==> config.mk <==
export PLATFORM = sky130hd
export DESIGN_NAME = uart_mem_boot_ctrl
export DESIGN_NICKNAME = d
export VERILOG_FILES = /design/src/rtl/uart_mem_boot_ctrl_pkg.sv /design/src/rtl/uart_frame_assembler.sv /design/src/rtl/uart_mem_boot_ctrl.sv
export SDC_FILE = /design/constraint.sdc
export NUM_CORES = 1
export LEC_CHECK = 0
export ABC_AREA = 0
export BUFFER_PORTS_ARGS = -buffer_cell sky130_fd_sc_hd__buf_2
export CAP_MARGIN = 0
export CORE_MARGIN = 3
export CORE_UTILIZATION = 45
export DETAILED_ROUTE_END_ITERATION = 16
export PLACE_DENSITY = 0.74
export SLEW_MARGIN = 20
export SYNTH_ARGS = -nofsm -noshare
export SYNTH_HDL_FRONTEND = slang
export SYNTH_HIERARCHICAL = 1
export SYNTH_SLANG_ARGS = --single-unit
export TNS_END_PERCENT = 30
==> constraint.sdc <==
create_clock -name i_clk -period 3.89 [get_ports i_clk]
set_input_delay 0.778 -clock i_clk [delete_from_list [all_inputs] [get_ports i_clk]]
set_output_delay 0.778 -clock i_clk [all_outputs]
set_load 0.05 [all_outputs]
==> src/rtl/uart_mem_boot_ctrl_pkg.sv <==
// Shared constants for the UART memory boot loader: FSM state codes, framing bytes and frame lengths.
// UART_MEM_BOOT_CHECKSUM_EN adds a trailing XOR checksum byte (and the CHK state) to every frame.
package uart_mem_boot_ctrl_pkg;

  typedef logic [2:0] boot_state_t;

  localparam boot_state_t ST_IDLE   = 3'd0;
  localparam boot_state_t ST_ADDR_L = 3'd1;
  localparam boot_state_t ST_ADDR_H = 3'd2;
  localparam boot_state_t ST_DATA   = 3'd3;
  localparam boot_state_t ST_WRITE  = 3'd4;
  localparam boot_state_t ST_CHK    = 3'd5;

  localparam logic [7:0] SYNC_BYTE = 8'hA5;
  localparam logic [7:0] RUN_BYTE  = 8'hC3;

  localparam int DATA_BYTES = 4;
`ifdef UART_MEM_BOOT_CHECKSUM_EN
  localparam int FRAME_LEN = 8;
`else
  localparam int FRAME_LEN = 7;
`endif

endpackage

==> src/rtl/uart_frame_assembler.sv <==
// Frame datapath for the boot loader: address/data shift registers and data byte counter.
// With UART_MEM_BOOT_CHECKSUM_EN it also keeps a running XOR of ADDR_L..D3.
module uart_frame_assembler
  import uart_mem_boot_ctrl_pkg::*;
(
  input  logic        i_clk,
  input  logic        i_rst,
  input  logic        start_i,
  input  logic        addr_l_we_i,
  input  logic        addr_h_we_i,
  input  logic        data_we_i,
  input  logic [7:0]  byte_i,
  output logic [15:0] addr_o,
  output logic [31:0] word_o,
  output logic        last_data_o
`ifdef UART_MEM_BOOT_CHECKSUM_EN
  ,
  output logic [7:0]  chk_o
`endif
);

  logic [15:0] addr_q, addr_d;
  logic [31:0] word_q, word_d;
  logic [1:0]  cnt_q, cnt_d;
`ifdef UART_MEM_BOOT_CHECKSUM_EN
  logic [7:0]  chk_q, chk_d;
`endif

  always_comb begin
    addr_d = addr_q;
    word_d = word_q;
    cnt_d  = cnt_q;
    if (start_i) begin
      addr_d = 16'h0000;
      word_d = 32'h0000_0000;
      cnt_d  = 2'd0;
    end else if (addr_l_we_i) begin
      addr_d[7:0] = byte_i;
    end else if (addr_h_we_i) begin
      addr_d[15:8] = byte_i;
      cnt_d        = 2'd0;
    end else if (data_we_i) begin
      // Little-endian: shifting in from the top leaves D0 in [7:0] after four bytes.
      word_d = {byte_i, word_q[31:8]};
      cnt_d  = cnt_q + 2'd1;
    end
  end

`ifdef UART_MEM_BOOT_CHECKSUM_EN
  always_comb begin
    chk_d = chk_q;
    if (start_i) begin
      chk_d = 8'h00;
    end else if (addr_l_we_i || addr_h_we_i || data_we_i) begin
      chk_d = chk_q ^ byte_i;
    end
  end

  always_ff @(posedge i_clk) begin
    if (i_rst) begin
      chk_q <= 8'h00;
    end else begin
      chk_q <= chk_d;
    end
  end

  assign chk_o = chk_q;
`endif

  always_ff @(posedge i_clk) begin
    if (i_rst) begin
      addr_q <= 16'h0000;
      word_q <= 32'h0000_0000;
      cnt_q  <= 2'd0;
    end else begin
      addr_q <= addr_d;
      word_q <= word_d;
      cnt_q  <= cnt_d;
    end
  end

  assign addr_o      = addr_q;
  assign word_o      = word_q;
  assign last_data_o = (cnt_q == 2'(DATA_BYTES - 1));

endmodule

==> src/rtl/uart_mem_boot_ctrl.sv <==
// UART boot loader FSM plus memory-port arbiter between the loader and the CPU data bus.
// UART_MEM_BOOT_CHECKSUM_EN selects 8-byte frames with an XOR checksum checked before the address.
module uart_mem_boot_ctrl
  import uart_mem_boot_ctrl_pkg::*;
#(
  parameter int MEMORY_DEPTH = 1024,
  parameter int ADDR_W       = $clog2(MEMORY_DEPTH),
  parameter bit BOOT_HOLD    = 1'b1
) (
  input  logic              i_clk,
  input  logic              i_rst,
  input  logic [7:0]        i_rx_data,
  input  logic              i_rx_valid,
  output logic              o_rx_ready,
  input  logic              i_cpu_req,
  input  logic              i_cpu_we,
  input  logic [ADDR_W-1:0] i_cpu_addr,
  input  logic [31:0]       i_cpu_wdata,
  input  logic [3:0]        i_cpu_wsel,
  output logic              o_cpu_ack,
  output logic              o_mem_req,
  output logic              o_mem_we,
  output logic [ADDR_W-1:0] o_mem_addr,
  output logic [31:0]       o_mem_wdata,
  output logic [3:0]        o_mem_wsel,
  input  logic              i_mem_ack,
  output logic              o_cpu_hold,
  output logic              o_prog_busy,
  output logic              o_err,
  output logic [15:0]       o_words_written
);

  // Handshake: a UART byte transfers on a cycle where i_rx_valid && o_rx_ready;
  // a memory request stays asserted until the cycle in which i_mem_ack is high.

  localparam logic [16:0] DEPTH_C = 17'(MEMORY_DEPTH);

  boot_state_t state_q, state_d;
  logic        hold_q, hold_d;
  logic        err_q, err_d;
  logic [15:0] words_q, words_d;

  logic        rx_fire;
  logic        addr_ok;
  logic        asm_start, asm_addr_l_we, asm_addr_h_we, asm_data_we;
  logic [15:0] asm_addr;
  logic [31:0] asm_word;
  logic        asm_last;
`ifdef UART_MEM_BOOT_CHECKSUM_EN
  logic [7:0]  asm_chk;
`endif

  uart_frame_assembler u_asm (
    .i_clk       (i_clk),
    .i_rst       (i_rst),
    .start_i     (asm_start),
    .addr_l_we_i (asm_addr_l_we),
    .addr_h_we_i (asm_addr_h_we),
    .data_we_i   (asm_data_we),
    .byte_i      (i_rx_data),
    .addr_o      (asm_addr),
    .word_o      (asm_word),
    .last_data_o (asm_last)
`ifdef UART_MEM_BOOT_CHECKSUM_EN
    ,
    .chk_o       (asm_chk)
`endif
  );

  assign o_rx_ready = (state_q != ST_WRITE);
  assign rx_fire    = i_rx_valid && o_rx_ready;
  assign addr_ok    = ({1'b0, asm_addr} < DEPTH_C);

  always_comb begin
    state_d       = state_q;
    hold_d        = hold_q;
    err_d         = err_q;
    words_d       = words_q;
    asm_start     = 1'b0;
    asm_addr_l_we = 1'b0;
    asm_addr_h_we = 1'b0;
    asm_data_we   = 1'b0;
    case (state_q)
      ST_IDLE: begin
        if (rx_fire) begin
          if (i_rx_data == SYNC_BYTE) begin
            state_d   = ST_ADDR_L;
            hold_d    = 1'b1;
            asm_start = 1'b1;
          end else if (i_rx_data == RUN_BYTE) begin
            hold_d = 1'b0;
            err_d  = 1'b0;
          end
        end
      end
      ST_ADDR_L: begin
        if (rx_fire) begin
          asm_addr_l_we = 1'b1;
          state_d       = ST_ADDR_H;
        end
      end
      ST_ADDR_H: begin
        if (rx_fire) begin
          asm_addr_h_we = 1'b1;
          state_d       = ST_DATA;
        end
      end
      ST_DATA: begin
        if (rx_fire) begin
          asm_data_we = 1'b1;
          if (asm_last) begin
`ifdef UART_MEM_BOOT_CHECKSUM_EN
            state_d = ST_CHK;
`else
            if (addr_ok) begin
              state_d = ST_WRITE;
            end else begin
              err_d   = 1'b1;
              state_d = ST_IDLE;
            end
`endif
          end
        end
      end
`ifdef UART_MEM_BOOT_CHECKSUM_EN
      ST_CHK: begin
        if (rx_fire) begin
          // A bad checksum takes precedence over an out-of-range address.
          if ((i_rx_data == asm_chk) && addr_ok) begin
            state_d = ST_WRITE;
          end else begin
            err_d   = 1'b1;
            state_d = ST_IDLE;
          end
        end
      end
`endif
      ST_WRITE: begin
        if (i_mem_ack) begin
          state_d = ST_IDLE;
          if (words_q != 16'hFFFF) begin
            words_d = words_q + 16'd1;
          end
        end
      end
      default: begin
        state_d = ST_IDLE;
      end
    endcase
  end

  // The loader owns the port only while writing; otherwise the CPU passes straight through.
  always_comb begin
    if (state_q == ST_WRITE) begin
      o_mem_req   = 1'b1;
      o_mem_we    = 1'b1;
      o_mem_addr  = asm_addr[ADDR_W-1:0];
      o_mem_wdata = asm_word;
      o_mem_wsel  = 4'hF;
      o_cpu_ack   = 1'b0;
    end else begin
      o_mem_req   = i_cpu_req && !hold_q;
      o_mem_we    = i_cpu_we;
      o_mem_addr  = i_cpu_addr;
      o_mem_wdata = i_cpu_wdata;
      o_mem_wsel  = i_cpu_wsel;
      o_cpu_ack   = i_mem_ack;
    end
  end

  always_ff @(posedge i_clk) begin
    if (i_rst) begin
      state_q <= ST_IDLE;
      hold_q  <= BOOT_HOLD;
      err_q   <= 1'b0;
      words_q <= 16'h0000;
    end else begin
      state_q <= state_d;
      hold_q  <= hold_d;
      err_q   <= err_d;
      words_q <= words_d;
    end
  end

  assign o_cpu_hold      = hold_q;
  assign o_prog_busy     = (state_q != ST_IDLE);
  assign o_err           = err_q;
  assign o_words_written = words_q;

endmodule
# == Word level (Yosys, flattened, before mapping) ==
# Index checks and enable logic that the tools add are counted.
# totals
regBits,71
inputBits,60
output_inout_bits,69
word_cells,80
# classes
addsub,2
magnitude_cmp,1
eq_ne,19
muxes,32
bitwise_logic,2
n_reduce_logical,16
# ops
cell,count
$mux 32,1
$mux 3,8
$ne 2x2->1 const B,10
$mux 1,17
$add 16x1->16 const B,1
$eq 8x8->1 const B,2
$lt 16x11->1 const B,1
$ne 16x16->1 const B,1
$pmux 3 s5,1
$reduce_and 7->1,2
$mux 10,1
$reduce_and 3->1,3
$eq 3x2->1 const B,2
$reduce_bool 2->1,3
$mux 2,2
$mux 4,1
$reduce_and 2->1,2
$eq 3x1->1 const B,1
$eq 3x3->1 const B,1
$logic_not 3->1,1
$ne 3x3->1 const B,1
$reduce_bool 3->1,1
$add 2x1->2 const B,1
$eq 2x2->1 const B,1
other kinds (5),7

# == Longest topological paths before layout ==
# Gate-level depths: netlist (run 1).
# depth
ltp_word,6
ltp_mapped,9

# == Cells and area by module ==
# Netlist (run 1), hierarchy kept.
# modules_own_cells
mod,instances,cells_each,area_per_inst_um2
uart_frame_assembler,1,203,1844.3
uart_mem_boot_ctrl,1,200,1727.9

# == Worst setup path after synthesis (run 1) ==
# OpenSTA, ideal clock, no wires.
# synth_path
kind,input to output
from,input i_cpu_req
to,output o_mem_req
arrival_ns,1.883
setup_slack_ns,1.229
stages,2
cell_sequence,inv_1 -> o21ai_0
# synth_between
elab_chain_len,2
# synth_rtl
element,line,text
from (decl),uart_mem_boot_ctrl.sv:15,"input logic i_cpu_req,"
$logic_and 1x1->1,uart_mem_boot_ctrl.sv:162,o_mem_req = i_cpu_req && !hold_q;
$mux 1,uart_mem_boot_ctrl.sv:154,if (state_q == ST_WRITE) begin
to (decl),uart_mem_boot_ctrl.sv:21,"output logic o_mem_req,"
# No other way between the ends.

# == Final worst setup path (run 1) ==
# layout_path
from,register state_q[1]
to,output o_mem_wdata[31]
# layout_between
elab_chain_len,2
# layout_rtl
element,line,text
from (decl),uart_mem_boot_ctrl.sv:38,"boot_state_t state_q, state_d;"
from (signal assigned),uart_mem_boot_ctrl.sv:178,state_q <= state_d;
$eq 3x3->1,uart_mem_boot_ctrl.sv:154,
$mux 32,uart_mem_boot_ctrl.sv:154,
to (decl),uart_mem_boot_ctrl.sv:24,"output logic [31:0] o_mem_wdata,"
# No other way between the ends.

==> results.toml, run 1 <==
[worst_setup_path]
slowest_delay_ns = 0.65
worstPathRequired_ns = 3.11
path_max_fanout = 53
arrival_ns = 2.15
crit_slowest_cell = "or3b_4"
crit_family = "simple AND/OR/NAND/NOR gates"
crit_type = "flop to output pin"
cp-start-kind = "flop"
path_cells = "or3b_4 -> mux2_2 -> buf_2"
crit_path_end_kind = "output pin"
worst-path-buf-inv = 1

[detailed_routing]
drcViolationCount = 0
routed_wirelength_microns = 8150
wl_per_cell_microns = 13.1
antenna_left = 0
vias = 3192
drt_first_iter_violations = 163
drt-pass1-iter-count = 4
viasPerCell = 5.12

[finish]
antennaDiodeCount = 0
layout-drive-gt1-share_pct = 40.4
post-route-util_pct = 58.8
syn_to_final_growth_pct = 23.2
nNetsFinal = 582
fill_cells = 682

[grt]
grt_max_degree = 54
grt_use_met1_pct = 22.9
grt_pass1_wl_microns = 13300
antenna_found_initial = 0
grtUsageMet3_pct = 4.97
grt_overflow = 0
grt_busiest_layer = "met2"
grtUsageMet2_pct = 31.8
grt_pass1_vias = 2867
grt_util_all_layers_pct = 18.6

[yosys]
synthFlopType = "dfxtp_1"
synth_seq_cells = 71
ys_top_cells_by_area = "dfxtp_1 (40%), mux2_2 (14%), nand2_1 (8.3%)"
netlist_area_sq_um = 3570
synth_cell_types = 47
yosysSeqAreaShare_pct = 39.8
synth_top_cell_by_area = "dfxtp_1"
synth-edff-count = 0
synth_area_per_cell_sq_um = 8.86
synthTopCellsByCount = "nand2_1 (79), dfxtp_1 (71), mux2_2 (44), nor2_1 (43), a21oi_1 (25)"
synth-async-reset-ratio_pct = 0
netlist_instances = 403
synth_top_area_share_pct = 39.8
yosysWarnings = 6
synth_nets = 465
yosysMostFrequentCell = "nand2_1"

[placement]
routabilityCongestion = 0.812
hpwlAfterDp_microns = 6060
portBuffers = 128

[floorplanning]
fp.dieArea_sq_um = 9040
die_y_microns = 95.1
die_x_microns = 95.1
rows = 31
core-area_sq_um = 7490
initial_core_util_pct = 47.7
io_pins = 129

[sta]
min_period_ns = 2.93
max_freq_mhz = 342
slew_headroom_pct = 50.2
fin_crit_sh_pct = 75.2
fin_skew_ns = 0.00612
whs_ns = 0.455
setup_viol = 0
hold_viol = 0
rsz0062_at_grt = "no"
worst-slew-pin-transition_ns = 0.746
slew_viol_final = 0
fin_tns_setup_ns = 0

[pwr]
power_per_cell_area_nw_per_um2 = 334
power_switching_mw = 0.410
power.share.clock_pct = 35.8
seqPwrFrac_pct = 49.8
power_frac_comb_pct = 14.4
power_mw = 1.47
power.leakage_nw = 1.87
peakVddDrop_v = 0.000227
sw_frac_of_total_pct = 27.9
p_int_mw = 1.06

[clock_network]
cts-root-buf = "clkbuf_8"
clock_path_buffers = 2
cts_setup_buffers = 0
clock-sinks = 71
clk_pin_slew_ns = 0.07
clk_latency_ns = 0.33
cts_buffers = 9
cts_max_level = 3
cts-hold-fix-buffers = 0
cts-resized-gates = 0
cts_tree = "yes"

[job]
max_cap_viol_count = 0

[run_status]
status = "finished clean"

[worst_hold_path]
hp-class = "flop to flop"
power by group through the flow:
stage,Combinational (mW),Sequential (mW),Clock (mW)
after floorplan,0.150,0.747,0
after global placement,0.209,0.748,0
after detailed placement,0.212,0.748,0
after CTS,0.213,0.731,0.541
after global routing,0.224,0.732,0.574
final,0.212,0.732,0.527
sequential cells by signal, summed over array words and instances, names as in the netlist:
signal           cells
o_cpu_hold           1
o_err                1
o_words_written     16
state_q              3
u_asm/addr_o        16
u_asm/cnt_q          2
u_asm/word_o        32
final timing paths:
| kind | start | endpoint | slack (ns) | cells after the start |
|---|---|---|---|---|
| worst min-delay path | u_asm/word_o[6]$_SDFFE_PP0P_ | u_asm/word_o[6]$_SDFFE_PP0P_ | 0.46 | 2 |
| worst min register to register | u_asm/word_o[6]$_SDFFE_PP0P_ | u_asm/word_o[6]$_SDFFE_PP0P_ | 0.46 | 2 |
| worst max-delay path | state_q[1]$_SDFFE_PP0P_ | o_mem_wdata[31] | 0.96 | 3 |
| worst max register to register | state_q[2]$_SDFFE_PP0P_ | u_asm/word_o[12]$_SDFFE_PP0P_ | 1.40 | 6 |
layer usage:
layer  part of all wire (%)  routed length [microns]
met4                    1.0                       84
met1                     45                     3670
met2                     47                     3850
met3                    6.7                      545
met5                      0                        0
cell families after synthesis:
group                      Yosys count  synth area share, %
and+or+nand+nor                    172                 22.9
DFF                                 71                 39.8
adders and majority gates            2                0.700
xor gates and xnor gates            11                 2.70
AOI/OAI and AO/OA                   55                 9.91
buffers and inverters               28                 4.52
muxes                               64                 19.5
area by class of cell:
type,instances,area [sq um],share of cell area (%)
Multi-Input combinational cell,304,2000,45.4
Sequential cell,71,1420,32.3
Timing Repair Buffer,133,678,15.4
Clock buffer,13,159,3.61
Inverter,1,3.75,0.0853
Tap cell,99,124,2.81
Clock inverter,3,17.5,0.398
per-stage QoR:
step / setup slack [ns] / std cells / area (sq um)
after floorplan: 1.23 / 403 / 3570
after global placement: 1.06 / 608 / 4220
after detailed placement: 0.997 / 608 / 4220
after CTS: 0.592 / 624 / 4400
after global routing: 0.821 / 624 / 4400
final: 0.963 / 624 / 4400
worst min-delay path: stages, from the launching register on:
cell     delay [ns]
dfxtp_1        0.31
nand2_1        0.05
a21oi_1        0.05
cells in the final DEF, fill, tap and decap left out, types with 3 or more instances in the layout:
master	Yosys	layout
a21oi_1	25	25
nor2b_1	3	3
o21ai_0	6	6
nor3_1	6	5
a21oi_2	12	12
buf_2	12	128
nand2b_1	7	7
mux2i_1	20	20
nand2_1	79	79
and3_1	3	3
nand3_1	4	4
mux2_2	44	44
xor2_1	9	9
nand4_1	4	4
and4_1	3	3
dfxtp_1	71	71
clkbuf_8	0	11
buf_4	1	5
nor2_1	43	43
Power figures use the tool's default switching activity.
==> run 2: changes to the inputs <==
PLACE_DENSITY = 0.76   (was 0.74)
clock period = 2.4 ns   (was 3.89 ns; I/O delays follow)
==> run 2 against run 1 <==
Compared with the run above: die area is the same; critical path depth grew 1; sequential share of layout area shrank 0.84 points; sequential cell count is the same; clock-buffer cell count shrank 3; global-route usage grew 1.0 points; clock power grew 61%; total power grew 63%; combinational power grew 69%; register-to-register slack lost 0.96 ns; final cell count grew 0.80%; clock skew grew 0.0064 ns.
==> results.toml, run 2 (synthesized netlist as in run 1, its figures left out) <==
[sta]
min_period_ns = 2.31
worst-slew-pin-transition_ns = 0.503
fin_crit_sh_pct = 96.3
fin_skew_ns = 0.0126
max_freq_mhz = 433
hold_viol = 0
setup_viol = 0
rsz0062_at_grt = "no"
fin_tns_setup_ns = 0
slew_viol_final = 0
slew_headroom_pct = 66.5

[finish]
antennaDiodeCount = 0
final_cell_area_sq_um = 4520
layout-drive-gt1-share_pct = 41.3
nNetsFinal = 587
layout_common_cells = "buf_2 (113), nand2_1 (79), dfxtp_1 (70)"
syn_to_final_growth_pct = 26.6
largest_reg_flops = 32
fill_cells = 670
final_common_cell = "buf_2"

[clock_network]
cts-hold-fix-buffers = 0
cts_max_level = 3
cts-root-buf = "clkbuf_8"
clock_path_buffers = 2
cts_setup_buffers = 0
cts_tree = "yes"
clk_pin_slew_ns = 0.08
clock-sinks = 71
clk_latency_ns = 0.34
cts_buffers = 9

[worst_hold_path]
min_delay_path_depth = 3
hp-class = "input port to flop"

[grt]
grt_pass1_vias = 3015
grt_util_all_layers_pct = 19.6
grt_max_degree = 51
grt_overflow = 0
antenna_found_initial = 0
grt_pass1_wl_microns = 14000

[detailed_routing]
antenna_left = 0
viasPerCell = 5.14
wl_per_cell_microns = 13.8
routed_wirelength_microns = 8660
drcViolationCount = 0
vias = 3232
drt-pass1-iter-count = 5
drt_first_iter_violations = 181

[run_status]
status = "finished clean"

[pwr]
seqPwrFrac_pct = 49.5
p_int_mw = 1.68
power_per_cell_area_nw_per_um2 = 528
peakVddDrop_v = 0.000370
power_frac_comb_pct = 15.0
power.share.clock_pct = 35.5
power_switching_mw = 0.711
power.leakage_nw = 1.92
sw_frac_of_total_pct = 29.7

[worst_setup_path]
arrival_ns = 1.83
crit_type = "flop to output pin"
worstPathRequired_ns = 1.92
rr_worst_depth = 7
path_max_fanout = 27
cp-start-kind = "flop"
crit_path_end_kind = "output pin"

[floorplanning]
initial_core_util_pct = 47.7
io_pins = 129
die_y_microns = 95.1
fp.dieArea_sq_um = 9040
core-area_sq_um = 7490
rows = 31
die_x_microns = 95.1

[placement]
hpwlAfterDp_microns = 6100
placed_cell_area_sq_um = 4270
portBuffers = 128
routabilityCongestion = 0.773

[job]
max_cap_viol_count = 0
run 2: final cells by class:
| class | instances | area, sq um | area share, % |
|---|---|---|---|
| inverter | 1 | 3.75 | 0.0830 |
| clock buffer | 10 | 128 | 2.82 |
| sequential | 71 | 1420 | 31.5 |
| tap | 99 | 124 | 2.74 |
| multi-input combinational | 304 | 2000 | 44.2 |
| clock inverter | 6 | 45.0 | 0.996 |
| timing repair buffer | 138 | 802 | 17.7 |
run 2: power by group through the flow:
| stage | combinational, mW | clock, mW | sequential, mW |
|---|---|---|---|
| 5_1_grt | 0.379 | 0.920 | 1.18 |
| 6_report | 0.359 | 0.848 | 1.18 |
| 3_5_place_dp | 0.350 | 0 | 1.21 |
| 3_3_place_gp | 0.346 | 0 | 1.21 |
| 4_1_cts | 0.360 | 0.873 | 1.18 |
| 2_1_floorplan | 0.243 | 0 | 1.21 |
run 2: critical path, stage by stage (launching register included):
cell	delay [ns]
dfxtp_1	0.34
or3b_4	0.45
buf_12	0.19
mux2_2	0.29
buf_2	0.21
run 2: final timing paths:
path	startpoint	end	slack (ns)
setup / recovery	state_q[1]$_SDFFE_PP0P_	o_mem_wdata[12]	0.09
hold / removal	i_rx_data[5]	u_asm/word_o[29]$_SDFFE_PP0P_	0.43
hold reg to reg	u_asm/word_o[7]$_SDFFE_PP0P_	u_asm/word_o[7]$_SDFFE_PP0P_	0.46
setup reg to reg	state_q[0]$_SDFFE_PP0P_	u_asm/addr_o[8]$_SDFFE_PP0P_	0.44
run 2: metrics by stage:
| step | util [%] | hold WS [ns] | total power, mW | worst slack, ns | cells |
|---|---|---|---|---|---|
| 6_report | 60.4 | 0.430 | 2.39 | 0.0897 | 629 |
| 5_1_grt | 60.4 | 0.419 | 2.48 | 0.0418 | 629 |
| 4_1_cts | 60.3 | 0.405 | 2.42 | 0.00509 | 628 |
| 3_5_place_dp | 57.0 | 0.449 | 1.56 | 0.110 | 611 |
| 3_3_place_gp | 57.0 | 0.449 | 1.56 | 0.188 | 611 |
| 2_1_floorplan | - | 0.434 | 1.45 | 0.147 | 403 |
run 2: what timing repair did:
item                       in CTS  in global routing
setup endpoints to repair      42                 15
gates resized for setup        17                  1
gates cloned                    1                  0
run 2: layer usage:
layer,part of all wire [%],global-route usage (%)
met1,46,25.2
met2,49,33.2
met3,5.4,3.55
met4,0.51,6.01
met5,0,0
